==> src/rtl/hex_display_ctrl.sv <==
// ---------------------------------------------------------------------------
// hex_display_ctrl
//   Multi-digit seven-segment display controller. A value of N_DIGITS nibbles
//   is accepted over a valid/ready handshake and decoded one digit per cycle,
//   most significant digit first, into a staging buffer. The staging buffer is
//   copied to the visible display registers in a single cycle, so a partly
//   decoded frame never reaches the display. Leading zeros can be blanked
//   (captured per frame), and each digit can blink under a live mask.
//
// Optional feature macro: HEX_DP_EN (adds decimal-point input/output).
//
// Ports
//   clk         in   1            system clock, rising edge
//   rst         in   1            synchronous reset, active-high
//   val         in   4*N_DIGITS   value to display, nibble i -> digit i
//   val_valid   in   1            val/blank_lz offered this cycle
//   val_ready   out  1            controller idle, accepts on val_valid
//   blank_lz    in   1            captured with val, 1 = blank leading zeros
//   blink_mask  in   N_DIGITS     live per-digit blink enable
//   dp_in       in   N_DIGITS     (HEX_DP_EN) decimal points, captured with val
//   dp          out  N_DIGITS     (HEX_DP_EN) decimal point drive per digit
//   hex         out  7*N_DIGITS   digit i on hex[7*i+6:7*i], bits g..a
//   upd_done    out  1            one-cycle pulse when a frame is committed
// ---------------------------------------------------------------------------
module hex_display_ctrl #(
  parameter int N_DIGITS   = 8,
  parameter int BLINK_DIV  = 25_000_000,
  parameter bit ACTIVE_LOW = 1'b1
) (
  input  logic                  clk,
  input  logic                  rst,
  input  logic [4*N_DIGITS-1:0] val,
  input  logic                  val_valid,
  output logic                  val_ready,
  input  logic                  blank_lz,
  input  logic [N_DIGITS-1:0]   blink_mask,
`ifdef HEX_DP_EN
  input  logic [N_DIGITS-1:0]   dp_in,
  output logic [N_DIGITS-1:0]   dp,
`endif
  output logic [7*N_DIGITS-1:0] hex,
  output logic                  upd_done
);

  localparam int IDX_W = (N_DIGITS > 1) ? $clog2(N_DIGITS) : 1;
  localparam int CNT_W = (BLINK_DIV > 1) ? $clog2(BLINK_DIV) : 1;

  localparam logic [1:0] ST_IDLE   = 2'd0;
  localparam logic [1:0] ST_DECODE = 2'd1;
  localparam logic [1:0] ST_COMMIT = 2'd2;

  // Segments are held internally in active-low form; polarity is applied
  // only at the output pins.
  localparam logic [6:0] SEG_OFF = 7'h7F;
  localparam logic [6:0] OUT_OFF = ACTIVE_LOW ? 7'h7F : 7'h00;

  function automatic logic [6:0] glyph(input logic [3:0] nib);
    logic [6:0] g;
    case (nib)
      4'h0: g = 7'h40;
      4'h1: g = 7'h79;
      4'h2: g = 7'h24;
      4'h3: g = 7'h30;
      4'h4: g = 7'h19;
      4'h5: g = 7'h12;
      4'h6: g = 7'h02;
      4'h7: g = 7'h78;
      4'h8: g = 7'h00;
      4'h9: g = 7'h18;
      4'hA: g = 7'h08;
      4'hB: g = 7'h03;
      4'hC: g = 7'h46;
      4'hD: g = 7'h21;
      4'hE: g = 7'h06;
      default: g = 7'h0E;
    endcase
    return g;
  endfunction

  logic [1:0]            state_q, state_d;
  logic [4*N_DIGITS-1:0] val_q, val_d;
  logic                  lz_q, lz_d;
  logic [IDX_W-1:0]      idx_q, idx_d;
  logic [6:0]            staging_q [N_DIGITS];
  logic [6:0]            staging_d [N_DIGITS];
  logic [6:0]            display_q [N_DIGITS];
  logic [6:0]            display_d [N_DIGITS];
  logic                  upd_q, upd_d;
  logic [CNT_W-1:0]      cnt_q, cnt_d;
  logic                  phase_q, phase_d;
  logic [3:0]            nib [N_DIGITS];
  logic [3:0]            cur_nib;

`ifdef HEX_DP_EN
  logic [N_DIGITS-1:0]   dp_cap_q, dp_cap_d;
  logic [N_DIGITS-1:0]   dp_disp_q, dp_disp_d;
`endif

  genvar gi;
  generate
    for (gi = 0; gi < N_DIGITS; gi++) begin : g_nib
      assign nib[gi] = val_q[4*gi +: 4];
    end
  endgenerate

  assign cur_nib   = nib[idx_q];
  assign val_ready = (state_q == ST_IDLE);
  assign upd_done  = upd_q;

  // Frame FSM next-state logic.
  always_comb begin
    state_d   = state_q;
    val_d     = val_q;
    lz_d      = lz_q;
    idx_d     = idx_q;
    staging_d = staging_q;
    display_d = display_q;
    upd_d     = 1'b0;
`ifdef HEX_DP_EN
    dp_cap_d  = dp_cap_q;
    dp_disp_d = dp_disp_q;
`endif
    case (state_q)
      ST_IDLE: begin
        if (val_valid) begin
          val_d   = val;
          lz_d    = blank_lz;
          idx_d   = IDX_W'(N_DIGITS - 1);
          state_d = ST_DECODE;
`ifdef HEX_DP_EN
          dp_cap_d = dp_in;
`endif
        end
      end
      ST_DECODE: begin
        // Digit 0 is always shown so that a zero value still reads "0".
        if (lz_q && (cur_nib == 4'h0) && (idx_q != '0)) begin
          staging_d[idx_q] = SEG_OFF;
        end else begin
          staging_d[idx_q] = glyph(cur_nib);
          lz_d             = 1'b0;
        end
        if (idx_q == '0) begin
          state_d = ST_COMMIT;
        end else begin
          idx_d = idx_q - 1'b1;
        end
      end
      ST_COMMIT: begin
        display_d = staging_q;
        upd_d     = 1'b1;
        state_d   = ST_IDLE;
`ifdef HEX_DP_EN
        dp_disp_d = dp_cap_q;
`endif
      end
      default: state_d = ST_IDLE;
    endcase
  end

  // Free-running blink timebase, independent of the frame FSM.
  always_comb begin
    cnt_d   = cnt_q + 1'b1;
    phase_d = phase_q;
    if (cnt_q == CNT_W'(BLINK_DIV - 1)) begin
      cnt_d   = '0;
      phase_d = ~phase_q;
    end
  end

  always_ff @(posedge clk) begin
    if (rst) begin
      state_q <= ST_IDLE;
      val_q   <= '0;
      lz_q    <= 1'b0;
      idx_q   <= '0;
      upd_q   <= 1'b0;
      cnt_q   <= '0;
      phase_q <= 1'b0;
      for (int i = 0; i < N_DIGITS; i++) begin
        staging_q[i] <= SEG_OFF;
        display_q[i] <= SEG_OFF;
      end
`ifdef HEX_DP_EN
      dp_cap_q  <= '0;
      dp_disp_q <= '0;
`endif
    end else begin
      state_q   <= state_d;
      val_q     <= val_d;
      lz_q      <= lz_d;
      idx_q     <= idx_d;
      upd_q     <= upd_d;
      cnt_q     <= cnt_d;
      phase_q   <= phase_d;
      staging_q <= staging_d;
      display_q <= display_d;
`ifdef HEX_DP_EN
      dp_cap_q  <= dp_cap_d;
      dp_disp_q <= dp_disp_d;
`endif
    end
  end

  // Output stage: blink masking and polarity. Forced dark while rst is high
  // so the pins are defined even before the first reset edge.
  generate
    for (gi = 0; gi < N_DIGITS; gi++) begin : g_out
      logic [6:0] seg;
      assign seg = (blink_mask[gi] && phase_q) ? SEG_OFF : display_q[gi];
      assign hex[7*gi +: 7] = rst ? OUT_OFF : (ACTIVE_LOW ? seg : ~seg);
`ifdef HEX_DP_EN
      logic dp_lit;
      assign dp_lit = dp_disp_q[gi] && !(blink_mask[gi] && phase_q) && !rst;
      assign dp[gi] = ACTIVE_LOW ? ~dp_lit : dp_lit;
`endif
    end
  endgenerate

endmodule

==> config.mk <==
export PLATFORM = sky130hd
export DESIGN_NAME = hex_display_ctrl
export DESIGN_NICKNAME = d
export VERILOG_FILES = /design/src/rtl/hex_display_ctrl.sv
export SDC_FILE = /design/constraint.sdc
export NUM_CORES = 1
export LEC_CHECK = 0
export ABC_AREA = 0
export BUFFER_PORTS_ARGS = -buffer_cell sky130_fd_sc_hd__buf_2
export CORE_UTILIZATION = 28
export CTS_BUF_LIST = sky130_fd_sc_hd__clkbuf_4
export DETAILED_ROUTE_END_ITERATION = 6
export PLACE_DENSITY_LB_ADDON = 0.12
export SYNTH_ARGS = -nofsm -noshare
export SYNTH_HDL_FRONTEND = slang
export SYNTH_SLANG_ARGS = --single-unit
==> constraint.sdc <==
create_clock -name clk -period 4.3 [get_ports clk]
set_clock_uncertainty 0.05 [all_clocks]
set_input_delay 0.645 -clock clk [delete_from_list [all_inputs] [get_ports clk]]
set_output_delay 0.645 -clock clk [all_outputs]
set_load 0.01 [all_outputs]
==> metrics <==
outcome finished, final reports clean; Combinational Power Share 0.172; RSZ-0062 raised after global routing false; Internal Power 2.24 mW; post-CTS sizing 0; reg-to-reg endpoint staging_q[47]; cell count after placement 1254; Iteration-0 DRC Markers 356; Max-Cap Viols 0; Max VDD drop 164 uV; layout cell share with drive strength beyond 1 0.187; Setup crit end kind register; Non-Filler Cell Area, Final 8510 um2; initial antenna violation count 1; Initial Util 0.284; worst path bufs/invs 2; Rows 59; largest cells by area after synthesis dfxtp_1, nand2_1, nand2b_1, nand3_1, a21oi_1; TritonCTS buffer count 17; Layout Cells excl Fill 1287; number of flops mapped to enable cells by yosys 0; Fmax 0.272 GHz; required time of the critical path 4.73 ns; Synth Warn # 0; actual slew at the worst max-slew pin 1.19 ns; DP HPWL 13600 um; Area Growth Syn to Fin 15.3%; average vias per placed instance 4.72; crit path from idx_q[0]; largest net degree at the start of global routing 64; Reg power frac 0.534; top cells by count, synth nand2_1, dfxtp_1, nand3_1; highest cell delay on the worst timing path 0.81 ns; Unique masters post-synth 56; GRT Total Usage 0.151; critical path type register to register; Final Util 0.328; IO buf count 101; Clock Sinks 177; DR pass1 iterations 5; CTS clk-pin slew, worst paths 0.16 ns; CP startpoint kind register; Detail Route Antenna Nets 0; CTS tree yes; #FFs+latches synth 177; Final Cycle Share 0.854; core region area 26000 um2; clk buf depth 2; post-synth top area share 0.480; Crit path depth 9; critical path peak fanout 18; Post-CTS Hold Fix Bufs 0; CP delay by family, top multiplexers; Overflow after GRT 0; top-count cell post-synth nand2_1; post-synthesis sequential area ratio 0.480; power density over the cells 392 nW/um2; total vias in the final route 6071; switching share of power 0.328; crit path DAT 4.10 ns; max_slew headroom 0.205; Total Power 3.34 mW; WL/cell 15.3 um; Post-Route WL 19700 um; R2R setup slack 0.63 ns; leakage 3.26 nW; CTS root buf clkbuf_4; ys flop type dfxtp_1; die span in y 164 um; placed inst area 8210 um2; Register-to-Register Path Depth 9; post-synthesis net count 907; final count of hold timing violations 0; later-pin clock latency in the skew report 0.57 ns; routability cong. 0.766; Avg Inst Size Synth 8.64 um2; Synth Instances 854; Setup crit end staging_q[47]; crit path time final 3.67 ns; Clk pwr share 0.294; Total Nets Final 991; Hold Path Class primary input to register; post-synth top area cell dfxtp_1; Die ar. 27000 um2; endpoints failing setup 0; vias in the first global route 5794; switching power 1.10 mW; Crit Reg-Reg Startpoint idx_q[0]; Crit-path slowest cell dfxtp_1; global-route wire length before repair 31400 um; die span in x 164 um; Post-Synthesis Cell Area 7380 um2; post-synthesis async set-or-reset flop share 0; setup bufs post-CTS 0; max-slew violation count 0; DRC 0; critical-path cell list mux4_2 > mux2_2 > inv_1 > ha_1 > nand3_1 > nor4_4 > buf_4 > o21ai_0 > o22a_1; CTS H-tree depth 4; setup TNS 0 ns; IO Pins 102
## layer usage
metal	routed length [um]	GRT usage	vias up
met5	0	0	-
met4	171	0.0467	0
met3	655	0.0247	8
met2	8760	0.237	120
met1	10100	0.212	2829
li1	-	-	3114
## worst min-delay path: cells and delay by family
kind            cells  cell delay [ns]
simple gates        1             0.05
compound gates      1             0.05
buf+inv             1             0.09
## power groups by stage
stage               Clock (mW)  Combinational [mW]  Sequential, mW
finish                   0.981               0.576            1.78
floorplan                    0               0.411            1.79
global placement             0               0.579            1.82
global route              1.10               0.636            1.80
CTS                       1.03               0.581            1.78
detailed placement           0               0.578            1.82
## kinds of logic after synthesis
| logic type | Yosys count | synth area share |
|---|---|---|
| DFF | 177 | 0.480 |
| AOI/OAI and AO/OA | 135 | 0.135 |
| buffers and inverters | 64 | 0.0359 |
| adders and majority gates | 9 | 0.0153 |
| xor gates and xnor gates | 25 | 0.0297 |
| muxes | 15 | 0.0292 |
| and+or+nand+nor | 429 | 0.275 |
## cells in the final DEF (no fill, tap or decap), types with 14 or more instances in the layout
cell,count
clkbuf_4,17
nand3_1,67
buf_4,15
buf_2,101
o32a_1,16
dfxtp_1,177
nor2_1,44
nor3_1,14
nand2_1,195
o22a_1,26
nand2b_1,59
a21oi_1,47
xnor2_1,15
## flip-flops by register name (all words and copies together), names as in the netlist
| register | cells |
|---|---|
| display_q | 56 |
| idx_q | 3 |
| phase_q | 1 |
| upd_done | 1 |
| cnt_q | 25 |
| state_q | 2 |
| val_q | 32 |
| staging_q | 56 |
| lz_q | 1 |
## layout make-up
type / instances / area, um2
Clock inverter: 15 / 171
Clock buffer: 17 / 128
Antenna cell: 1 / 2.50
Timing Repair Buffer: 116 / 618
Multi-Input combinational cell: 613 / 3580
Inverter: 13 / 48.8
Tap cell: 335 / 419
Sequential cell: 177 / 3540
Fill cell: 2848 / 17500
## worst min-delay path by stage
stage / start / endpoint / slack, ns / cells past startpoint
after global placement: cnt_q[0] / cnt_q[0] / 0.40 / 1
after floorplan: cnt_q[0] / cnt_q[0] / 0.38 / 1
after detailed placement: val_q[10] / val_q[10] / 0.39 / 2
final: val[22] / val_q[22] / 0.24 / 3
after CTS: val[22] / val_q[22] / 0.18 / 3
after global routing: val[14] / val_q[14] / 0.19 / 3
## per-stage QoR
| stage | setup slack [ns] | hold WS, ns |
|---|---|---|
| 2_1_floorplan | 1.19 | 0.376 |
| 3_3_place_gp | 0.721 | 0.395 |
| 3_5_place_dp | 0.625 | 0.394 |
| 4_1_cts | 0.617 | 0.176 |
| 5_1_grt | 0.408 | 0.194 |
| 6_report | 0.630 | 0.240 |
Power figures use the tool's default switching activity.
